===== config.mk =====
export PLATFORM = sky130hd
export DESIGN_NAME = omem_readback_dma
export DESIGN_NICKNAME = d
export VERILOG_FILES = /design/src/rtl/omem_readback_dma_pkg.sv /design/src/rtl/omem_readback_dma_fifo.sv /design/src/rtl/omem_readback_dma.sv
export SDC_FILE = /design/constraint.sdc
export NUM_CORES = 1
export LEC_CHECK = 0
export ABC_CLOCK_PERIOD_IN_PS = 10000
export CAP_MARGIN = 20
export CORE_AREA = 2 2 184 132
export CTS_BUF_LIST = sky130_fd_sc_hd__clkbuf_4 sky130_fd_sc_hd__clkbuf_8
export DETAILED_ROUTE_END_ITERATION = 16
export DIE_AREA = 0 0 186 134
export PLACE_DENSITY = 0.87
export SYNTH_ARGS = -nofsm -noshare
export SYNTH_HDL_FRONTEND = slang
export SYNTH_HIERARCHICAL = 1
export SYNTH_SLANG_ARGS = --single-unit

===== constraint.sdc =====
create_clock -name CLK_I -period 10 [get_ports CLK_I]
set_clock_uncertainty 0.15 [all_clocks]
set_input_delay 2 -clock CLK_I [delete_from_list [all_inputs] [get_ports CLK_I]]
set_output_delay 2 -clock CLK_I [all_outputs]
set_load 0.02 [all_outputs]

===== src/rtl/omem_readback_dma_pkg.sv =====
//------------------------------------------------------------------------------
// omem_readback_dma_pkg
//   Shared definitions for the OMEM readback DMA: default bus and bank sizing
//   and the sweep state machine encoding.
//   Revision: 1.0
//------------------------------------------------------------------------------
`default_nettype none

package omem_readback_dma_pkg;

  localparam int RB_WB_WIDTH      = 32;  // data/address width
  localparam int RB_MAX_CORES     = 4;   // OMEM banks present in the GPU top
  localparam int RB_MAX_CORE_BITS = 2;   // bank select width
  localparam int RB_FIFO_DEPTH    = 4;   // read-data buffer entries

  typedef enum logic [1:0] {
    RB_IDLE   = 2'd0,
    RB_SWEEP  = 2'd1,
    RB_DRAIN  = 2'd2,
    RB_FINISH = 2'd3
  } rb_state_t;

endpackage

`default_nettype wire


===== src/rtl/omem_readback_dma_fifo.sv =====
//------------------------------------------------------------------------------
// omem_rb_fifo
//   Small synchronous FIFO buffering OMEM read data ahead of the host writes.
//   DEPTH must be a power of two so the pointers wrap naturally.
//   Ports:
//     clk, rst_n      clock, asynchronous active-low reset
//     push, push_data write one entry (dropped if full)
//     pop             remove head entry (ignored if empty)
//     head            current head entry (undefined data when empty)
//     count           number of stored entries, 0..DEPTH
//     empty           no entries stored
//   Revision: 1.0
//------------------------------------------------------------------------------
`default_nettype none

module omem_rb_fifo #(
  parameter int WIDTH = 32,
  parameter int DEPTH = 4,
  localparam int AW   = $clog2(DEPTH)
) (
  input  logic             clk,
  input  logic             rst_n,
  input  logic             push,
  input  logic [WIDTH-1:0] push_data,
  input  logic             pop,
  output logic [WIDTH-1:0] head,
  output logic [AW:0]      count,
  output logic             empty
);

  logic [WIDTH-1:0] mem [DEPTH];
  logic [AW-1:0]    wr_ptr;
  logic [AW-1:0]    rd_ptr;
  logic             full;
  logic             push_ok;
  logic             pop_ok;

  assign full    = (count == (AW+1)'(DEPTH));
  assign empty   = (count == '0);
  assign push_ok = push && !full;
  assign pop_ok  = pop && !empty;
  assign head    = mem[rd_ptr];

  // Storage needs no reset: nothing is read before it has been written.
  always_ff @(posedge clk) begin
    if (push_ok) begin
      mem[wr_ptr] <= push_data;
    end
  end

  always_ff @(posedge clk or negedge rst_n) begin
    if (!rst_n) begin
      wr_ptr <= '0;
      rd_ptr <= '0;
      count  <= '0;
    end else begin
      if (push_ok) begin
        wr_ptr <= wr_ptr + AW'(1);
      end
      if (pop_ok) begin
        rd_ptr <= rd_ptr + AW'(1);
      end
      case ({push_ok, pop_ok})
        2'b10:   count <= count + (AW+1)'(1);
        2'b01:   count <= count - (AW+1)'(1);
        default: count <= count;
      endcase
    end
  end

endmodule

`default_nettype wire


===== src/rtl/omem_readback_dma.sv =====
//------------------------------------------------------------------------------
// omem_readback_dma
//   Sweeps every OMEM bank after render completion and streams the words to
//   host memory as Wishbone single writes at BASE + linear word index.
//   Bank reads run ahead of the bus writes through a small FIFO; a credit rule
//   (stored + in-flight < depth) keeps the FIFO from ever overflowing.
//   Ports:
//     CLK_I, RST_I          clock, asynchronous active-low reset
//     START_I               begin sweep (accepted only when idle)
//     WORDS_I, BASE_I       words per bank / host base, sampled on START_I
//     OMBSEL_O, OMADR_O     OMEM read port (bank, address)
//     OMEM_I                read data, valid the cycle after the address
//     ADR_O, DAT_O          host write address / data
//     WE_O, STB_O, CYC_O    Wishbone master controls
//     ACK_I                 host acknowledge
//     BUSY_O, DONE_O        sweep in progress / last word acked (1 cycle)
//   Revision: 1.0
//------------------------------------------------------------------------------
`default_nettype none

module omem_readback_dma
  import omem_readback_dma_pkg::*;
#(
  parameter int WB_WIDTH   = RB_WB_WIDTH,
  parameter int NUM_BANKS  = RB_MAX_CORES,
  parameter int BANK_BITS  = RB_MAX_CORE_BITS,
  parameter int FIFO_DEPTH = RB_FIFO_DEPTH
) (
  input  logic                 CLK_I,
  input  logic                 RST_I,
  input  logic                 START_I,
  input  logic [WB_WIDTH-1:0]  WORDS_I,
  input  logic [WB_WIDTH-1:0]  BASE_I,
  output logic [BANK_BITS-1:0] OMBSEL_O,
  output logic [WB_WIDTH-1:0]  OMADR_O,
  input  logic [WB_WIDTH-1:0]  OMEM_I,
  output logic [WB_WIDTH-1:0]  ADR_O,
  output logic [WB_WIDTH-1:0]  DAT_O,
  output logic                 WE_O,
  output logic                 STB_O,
  output logic                 CYC_O,
  input  logic                 ACK_I,
  output logic                 BUSY_O,
  output logic                 DONE_O
);

  localparam int CW = $clog2(FIFO_DEPTH) + 1;

  rb_state_t            state;
  rb_state_t            state_nx;
  logic [WB_WIDTH-1:0]  words_q;
  logic [WB_WIDTH-1:0]  base_q;
  logic [WB_WIDTH-1:0]  addr_q;
  logic [BANK_BITS-1:0] bank_q;
  logic [WB_WIDTH-1:0]  idx_q;
  logic                 inflight_q;
  logic                 cyc_q;

  logic [CW-1:0]        fifo_count;
  logic                 fifo_empty;
  logic [WB_WIDTH-1:0]  fifo_head;

  logic                 start_ok;
  logic                 credit_ok;
  logic                 issue;
  logic                 addr_last;
  logic                 last_rd;
  logic                 stb;
  logic                 pop;

  assign start_ok  = START_I && (state == RB_IDLE);
  // Count the in-flight read as already occupying a slot so that its data
  // always has room when it lands next cycle.
  assign credit_ok = ({1'b0, fifo_count} + {{CW{1'b0}}, inflight_q}) < (CW+1)'(FIFO_DEPTH);
  assign issue     = (state == RB_SWEEP) && credit_ok;
  assign addr_last = (addr_q == (words_q - WB_WIDTH'(1)));
  assign last_rd   = issue && addr_last && (bank_q == BANK_BITS'(NUM_BANKS - 1));

  assign stb       = !fifo_empty;
  assign pop       = stb && ACK_I;

  omem_rb_fifo #(
    .WIDTH (WB_WIDTH),
    .DEPTH (FIFO_DEPTH)
  ) u_fifo (
    .clk       (CLK_I),
    .rst_n     (RST_I),
    .push      (inflight_q),
    .push_data (OMEM_I),
    .pop       (pop),
    .head      (fifo_head),
    .count     (fifo_count),
    .empty     (fifo_empty)
  );

  always_ff @(posedge CLK_I or negedge RST_I) begin
    if (!RST_I) begin
      state <= RB_IDLE;
    end else begin
      state <= state_nx;
    end
  end

  always_comb begin
    state_nx = state;
    BUSY_O   = 1'b0;
    DONE_O   = 1'b0;
    case (state)
      RB_IDLE: begin
        if (START_I) begin
          state_nx = (WORDS_I == '0) ? RB_FINISH : RB_SWEEP;
        end
      end
      RB_SWEEP: begin
        BUSY_O = 1'b1;
        if (last_rd) begin
          state_nx = RB_DRAIN;
        end
      end
      RB_DRAIN: begin
        BUSY_O = 1'b1;
        // An empty FIFO also means no strobe is outstanding.
        if (fifo_empty && !inflight_q) begin
          state_nx = RB_FINISH;
        end
      end
      RB_FINISH: begin
        BUSY_O   = 1'b1;
        DONE_O   = 1'b1;
        state_nx = RB_IDLE;
      end
      default: state_nx = RB_IDLE;
    endcase
  end

  always_ff @(posedge CLK_I or negedge RST_I) begin
    if (!RST_I) begin
      words_q    <= '0;
      base_q     <= '0;
      addr_q     <= '0;
      bank_q     <= '0;
      idx_q      <= '0;
      inflight_q <= 1'b0;
      cyc_q      <= 1'b0;
    end else begin
      inflight_q <= issue;

      if (start_ok) begin
        words_q <= WORDS_I;
        base_q  <= BASE_I;
        addr_q  <= '0;
        bank_q  <= '0;
      end else if (issue) begin
        if (addr_last) begin
          addr_q <= '0;
          bank_q <= bank_q + BANK_BITS'(1);
        end else begin
          addr_q <= addr_q + WB_WIDTH'(1);
        end
      end

      if (start_ok) begin
        idx_q <= '0;
      end else if (pop) begin
        idx_q <= idx_q + WB_WIDTH'(1);
      end

      // Bus cycle stays claimed between strobes until the sweep finishes.
      if ((state == RB_DRAIN) && (state_nx == RB_FINISH)) begin
        cyc_q <= 1'b0;
      end else if (stb) begin
        cyc_q <= 1'b1;
      end
    end
  end

  // The read pointer registers are presented directly: the word is requested
  // in the cycle the issue decision is made and returns the following cycle.
  assign OMBSEL_O = bank_q;
  assign OMADR_O  = addr_q;

  assign ADR_O = base_q + idx_q;
  assign DAT_O = fifo_empty ? '0 : fifo_head;
  assign STB_O = stb;
  assign WE_O  = stb;
  assign CYC_O = cyc_q || stb;

endmodule

`default_nettype wire


-- Word level (Yosys, flattened, before mapping)
Memories as Yosys holds them, arrays and structs flattened.
Cells that the tools add are included.
- flip-flop bits (word level): 141
- memory bits (writable): 128
- input bits: 100
- output and inout port bits: 103
- logic and storage cells: 76
- memories kept: 1
- memories (memory ; words ; bits a word ; read ports ; clocked after memory_dff ; wr ports ; RTL line ; RTL):
    u_fifo.mem ; 4 ; 32 ; 1 ; 0 ; 1 ; omem_readback_dma_fifo.sv:31 ; logic [WIDTH-1:0] mem [DEPTH];
- add/sub/neg operators: 10
- $lt $le $gt $ge: 1
- eq/ne operators: 10
- multiplexer cells: 21
- reductions and logical operators: 22
- operator list (operator ; number):
    two-way mux 32 bit ; 6
    adder 32 x 1 -> 32 bit (second input constant) ; 2
    adder 32 bit ; 1
    == test 32 bit ; 1
    zero test 32 bit ; 1
    subtractor 32 x 1 -> 32 bit (second input constant) ; 1
    two-way mux 2 bit ; 7
    == test 2 bit (second input constant) ; 5
    logical AND 1 bit ; 9
    case mux 2 bit (4 select lines) ; 1
    nonzero test 2 bit ; 4
    adder 2 x 1 -> 2 bit (second input constant) ; 3
    two-way mux 1 bit ; 6
    case mux 3 bit (2 select lines) ; 1
    adder 3 x 1 -> 4 bit ; 1
    == test 2 x 1 -> 1 bit (second input constant) ; 2
    < comparator 4 x 3 -> 1 bit (second input constant) ; 1
    adder 3 x 1 -> 3 bit (second input constant) ; 1
    == test 3 bit (second input constant) ; 1
    zero test 1 bit ; 3
    zero test 3 bit ; 1
    OR reduction 3 bit ; 1
    subtractor 3 x 1 -> 3 bit (second input constant) ; 1
    zero test 2 bit ; 1
    3 further kinds ; 3

-- Depth between registers and ports, before layout
- depth after elaboration: 10
- gate-level depth with buffers: 14

-- By module
Netlist, hierarchy kept.
- by module, submodules not included (module ; times used ; cells an instance ; area an instance (µm²) ; sequential area each (µm²)):
    omem_readback_dma ; 1 ; 1070 ; 8744.6 ; 3353.2
    omem_rb_fifo ; 1 ; 205 ; 5094.9 ; 4018.9

-- Worst setup path before layout
No wires, ideal clock.
- path kind: register -> output
- start: reg idx_q[0]
- end: out ADR_O[30]
- arrival time: 2751 ps
- data required time: 7850 ps
- setup slack: 5099 ps
- stages on the path, launching flop included: 14
- buffers on the path: 0
- cells stage by stage: dfrtp_1 > ha_1 > inv_1 > fa_1 > nor2b_1 > o31a_1 > o21ai_0 > a21oi_1 > o2111ai_1 > a21oi_1 > a31oi_1 > o21ai_0 > a21oi_1 > xnor2_1
- cells in the longest elaborated chain, start to end: 1
- ends and longest elaborated chain (item ; RTL line ; RTL):
    start, declared ; omem_readback_dma.sv:55 ; logic [WB_WIDTH-1:0] idx_q;
    start signal, assigned ; omem_readback_dma.sv:165 ; idx_q <= idx_q + WB_WIDTH'(1);
    adder 32 bit ; omem_readback_dma.sv:182 ; assign ADR_O = base_q + idx_q;
    end, declared ; omem_readback_dma.sv:37 ; output logic [WB_WIDTH-1:0] ADR_O,
Every way passes these cells.

-- Worst setup path after layout
- start: reg idx_q[0]
- end: out ADR_O[28]
The elaborated chain is that of the path after synthesis.

==> results by stage <==
Run status:
- The flow ran to the end, and the final reports show no timing, DRC or antenna violations.

Detailed routing:
- The total number of vias is 10800.
- The ratio of routed vias to standard cells is roughly 6.
- After detailed routing, the average wire length per cell comes to 18.7 um.
- The post-detailed-routing wire length is about 34 mm.
- The count of nets left with antenna violations once routing finished came out at 0.
- The final routed DRC violation total is 0.
- The initial DRC count is 880.
- The number of search-and-repair iterations in the first detailed-routing pass is 5.

Pwr:
- The worst-case IR drop observed on VDD is 0.000217 V.
- The leakage power total is between 6 and 7 nW.
- The fraction of power consumed by the clock network is 0.202.
- Of the total power, registers draw 0.370.
- Of the total power, the share spent switching nets is 0.375.
- The cell-internal power is 2.99 mW.
- The power per cell area is between 200 and 300 nW/um^2.
- The net switching power figure is 1.79 mW.
- The share of total power dissipated in combinational logic is 0.428.

Die:
- In this run the standard cell core region covers ~23000 sq um.
- The die covers 24900 sq um.
- The die width is between 150 and 200 um.
- The number of top-level design ports is 203.
- The starting density of the core is 0.596.
- The total number of placement rows is 47.
- The die is 134 um tall.

Yosys:
- The number of nets handed over by synthesis was about 1400.
- The unique cell type count in the Yosys netlist is 69.
- The count of flip-flops with a built-in enable after synthesis is 128.
- Among all flip-flop cells after synthesis, the most frequent one is dfrtp_1.
- The number of synthesis warnings is 6.
- The share of the yosys chip area belonging to registers is 0.533.
- The summed instance area of the synthesized netlist is 13800 sq um.
- The post-synthesis area per instance is 10.9 sq um.
- After synthesis the netlist holds a flip-flop and latch count of 269.
- The gate count after technology mapping is 1275.
- In the synthesized netlist the async set-or-reset flop fraction comes to 0.524.

Critical path:
- STA puts the critical path data required time at 7.85 ns.
- The type of element launching the critical path is a flop.
- The critical path start-end classification is reg -> out.
- At the worst endpoint, the arrival time is 4.35 ns.
- The number of cells traversed by the worst register-to-register path is 12.
- The worst setup path is captured at an output port.
- The critical-path maximum fanout is 5.

Layout:
- The count of nets after finishing is about 1600.
- The library cell used most frequently in the layout, excluding fill and tap cells, is nand2_1.
- 0 antenna diodes ended up in the layout.
- The top cell types in the final layout, fill and taps aside, are 255 x nand2_1, 201 x clkdlybuf4s50_1, 139 x dfrtp_1.
- Of the cells placed in the final design, the portion with a size suffix greater than 1 is 0.0826.
- Compared with the post-synthesis result, the final layout area differs by 22.6%.
- The fill cell total of the finished layout is 1600.

Place:
- In this run the tool buffered the top-level ports with 202 buffer cells.
- At the placement stage, the worst setup path has a slack of 4.17 ns.
- Detailed placement finished with a half-perimeter wire length of 24.0 mm.
- Routability-driven placement finished with a final weighted congestion of 0.967.

GRT:
- The number of antenna violations at the first check in global routing was 0.
- Global routing finished with a remaining overflow of 0.
- The wire length of the first global-routing pass is 54.2 mm.
- The number of global-route vias before repair was between 10000 and 15000.
- In the global route stage, overall resource usage came out at 0.277.
- The maximum number of pins on one net before global-route repair is 81.

CTS:
- For this design, the sink count on the clock tree is 269.
- The clock tree from TritonCTS is built.
- The later pin in the worst-skew pair is clocked with a latency of 0.54 ns.
- The number of buffers created by CTS is between 40 and 50.
- CTS placed an instance of clkbuf_8 at the clock tree root.
- In this run the number of H-tree levels came out at 2.
- The post-cts resize count is 0.
- The number of hold-repair buffers added at the cts stage is 0.
- The clock transition at the registers of the reported paths is 0.07 ns.
- The number of buffers between clock root and the deepest sink is 3.
- The post-CTS setup buffer count is 0.

Worst hold path:
- The worst hold path passes through 2 cells.
- The path class of the tightest hold or removal check is reg -> reg.

STA:
- The worst path meets setup with 3.50 ns of slack.
- The setup violation total in the final timing report is 0.
- The worst path needs 6.50 ns of the cycle, external delays included.
- The headroom to the max-slew limit is 0.293.
- The maximum clock frequency is 154 MHz.
- The setup TNS is 0 ns.
- The number of hold violations in the final report is 0.
- For the pin with the worst max-slew slack, the measured transition is ~1.1 ns.
- The final count of pins violating max slew is 0.
- Setup repair after global routing left no endpoint under its margin.
- The share of the clock period used by the worst path is 0.650.

Flow run:
- Across the run, the number of max-cap violations was 0.
registers in the layout, indices dropped and copies added, names as in the netlist:
name,cells
base_q,32
u_fifo/mem,128
OMADR_O,32
idx_q,32
state,2
OMBSEL_O,2
words_q,32
cyc_q,1
u_fifo/rd_ptr,2
u_fifo/count,3
inflight_q,1
u_fifo/wr_ptr,2
stage by stage:
| stage | hold WS (ns) | cell area [sq um] | util | std cells | power (mW) |
|---|---|---|---|---|---|
| 2_1_floorplan | 0.302 | 13800 | - | 1275 | 3.05 |
| 3_3_place_gp | 0.315 | 16100 | 0.692 | 1755 | 3.73 |
| 3_5_place_dp | 0.320 | 16100 | 0.692 | 1756 | 3.81 |
| 4_1_cts | 0.336 | 17000 | 0.730 | 1831 | 4.79 |
| 5_1_grt | 0.353 | 17000 | 0.730 | 1831 | 5.04 |
| 6_report | 0.336 | 17000 | 0.730 | 1831 | 4.78 |
worst paths after layout:
path	startpoint	endpoint	slack, ns
max in group asynchronous	RST_I	idx_q[24]$_DFFE_PN0P_	6.99
min in group asynchronous	RST_I	OMADR_O[6]$_DFFE_PN0P_	1.28
min reg2reg	base_q[17]$_DFFE_PN0P_	base_q[17]$_DFFE_PN0P_	0.34
max reg2reg	words_q[0]$_DFFE_PN0P_	OMADR_O[13]$_DFFE_PN0P_	5.14
min	base_q[17]$_DFFE_PN0P_	base_q[17]$_DFFE_PN0P_	0.34
max	idx_q[0]$_DFFE_PN0P_	ADR_O[28]	3.50
power by group through the flow:
stage	registers [mW]	logic (mW)	clock network (mW)
2_1_floorplan	1.65	1.39	0
3_3_place_gp	1.78	1.95	0
3_5_place_dp	1.78	2.03	0
4_1_cts	1.76	2.05	0.978
5_1_grt	1.80	2.21	1.02
6_report	1.77	2.05	0.964
area by class of cell:
class,count,area (sq um),area share
multi-input combinational,929,6090,0.359
timing repair buffer,213,2120,0.125
inverter,27,101,0.00597
clock inverter,12,106,0.00627
clock buffer,63,773,0.0456
tap,318,398,0.0235
sequential,269,7370,0.435
cell usage after synthesis, types with 3 or more instances:
cell type / number / area share
o21ai_0: 46 / 0.017
nor3_1: 26 / 0.0094
or4_1: 6 / 0.0033
a21oi_1: 45 / 0.016
o41ai_1: 3 / 0.0019
buf_12: 3 / 0.0043
nor2b_1: 50 / 0.023
nand2b_1: 9 / 0.0041
buf_4: 3 / 0.0016
a22o_1: 18 / 0.011
ha_1: 40 / 0.036
buf_2: 6 / 0.0022
a31oi_1: 5 / 0.0023
nor3b_1: 3 / 0.0016
nor2_1: 82 / 0.022
mux4_2: 28 / 0.046
xnor2_1: 57 / 0.036
edfxtp_1: 128 / 0.28
o21bai_1: 3 / 0.0016
or2_1: 3 / 0.0014
and4_1: 4 / 0.0025
o21ai_1: 13 / 0.0047
a21o_1: 10 / 0.0054
buf_6: 4 / 0.0033
or3_1: 14 / 0.0063
nand4_1: 14 / 0.0063
clkbuf_1: 31 / 0.0084
xor2_1: 50 / 0.032
mux2i_1: 3 / 0.0022
mux4_1: 4 / 0.0076
a211oi_1: 7 / 0.0038
dfrtp_1: 141 / 0.25
and3_1: 26 / 0.012
and2_1: 12 / 0.0054
nand2_1: 256 / 0.069
nor4_1: 14 / 0.0063
nand3_1: 31 / 0.011
o21a_1: 6 / 0.0033
a2111oi_0: 3 / 0.0019
inv_1: 27 / 0.0073
logic make-up after synthesis:
family | synth area share
and+or+nand+nor | 0.191
DFF | 0.533
xor gates and xnor gates | 0.0677
AOI/OAI and AO/OA | 0.0853
muxes | 0.0561
buffers and inverters | 0.0280
adders and majority gates | 0.0391
routing by layer:
layer  global-route usage  part of all wire  vias up
met3               0.0513             0.085       63
li1                     -                 -     4955
met1                0.410              0.44     5247
met2                0.421              0.45      491
met5                    0                 0        -
met4               0.0805             0.024        0
critical path: stages (launching register included):
cell and delay, ns:
dfrtp_1 0.43, ha_1 0.23, inv_1 0.07, fa_1 0.41, nor2b_1 0.17, o31a_1 0.16
o21ai_0 0.11, a21oi_1 0.31, o2111ai_1 0.27, a21oi_1 0.33, a31oi_1 0.21, o21bai_1 0.17
a21oi_1 0.11, xnor2_1 0.20, clkdlybuf4s50_1 0.64
Power figures use the tool's default switching activity.
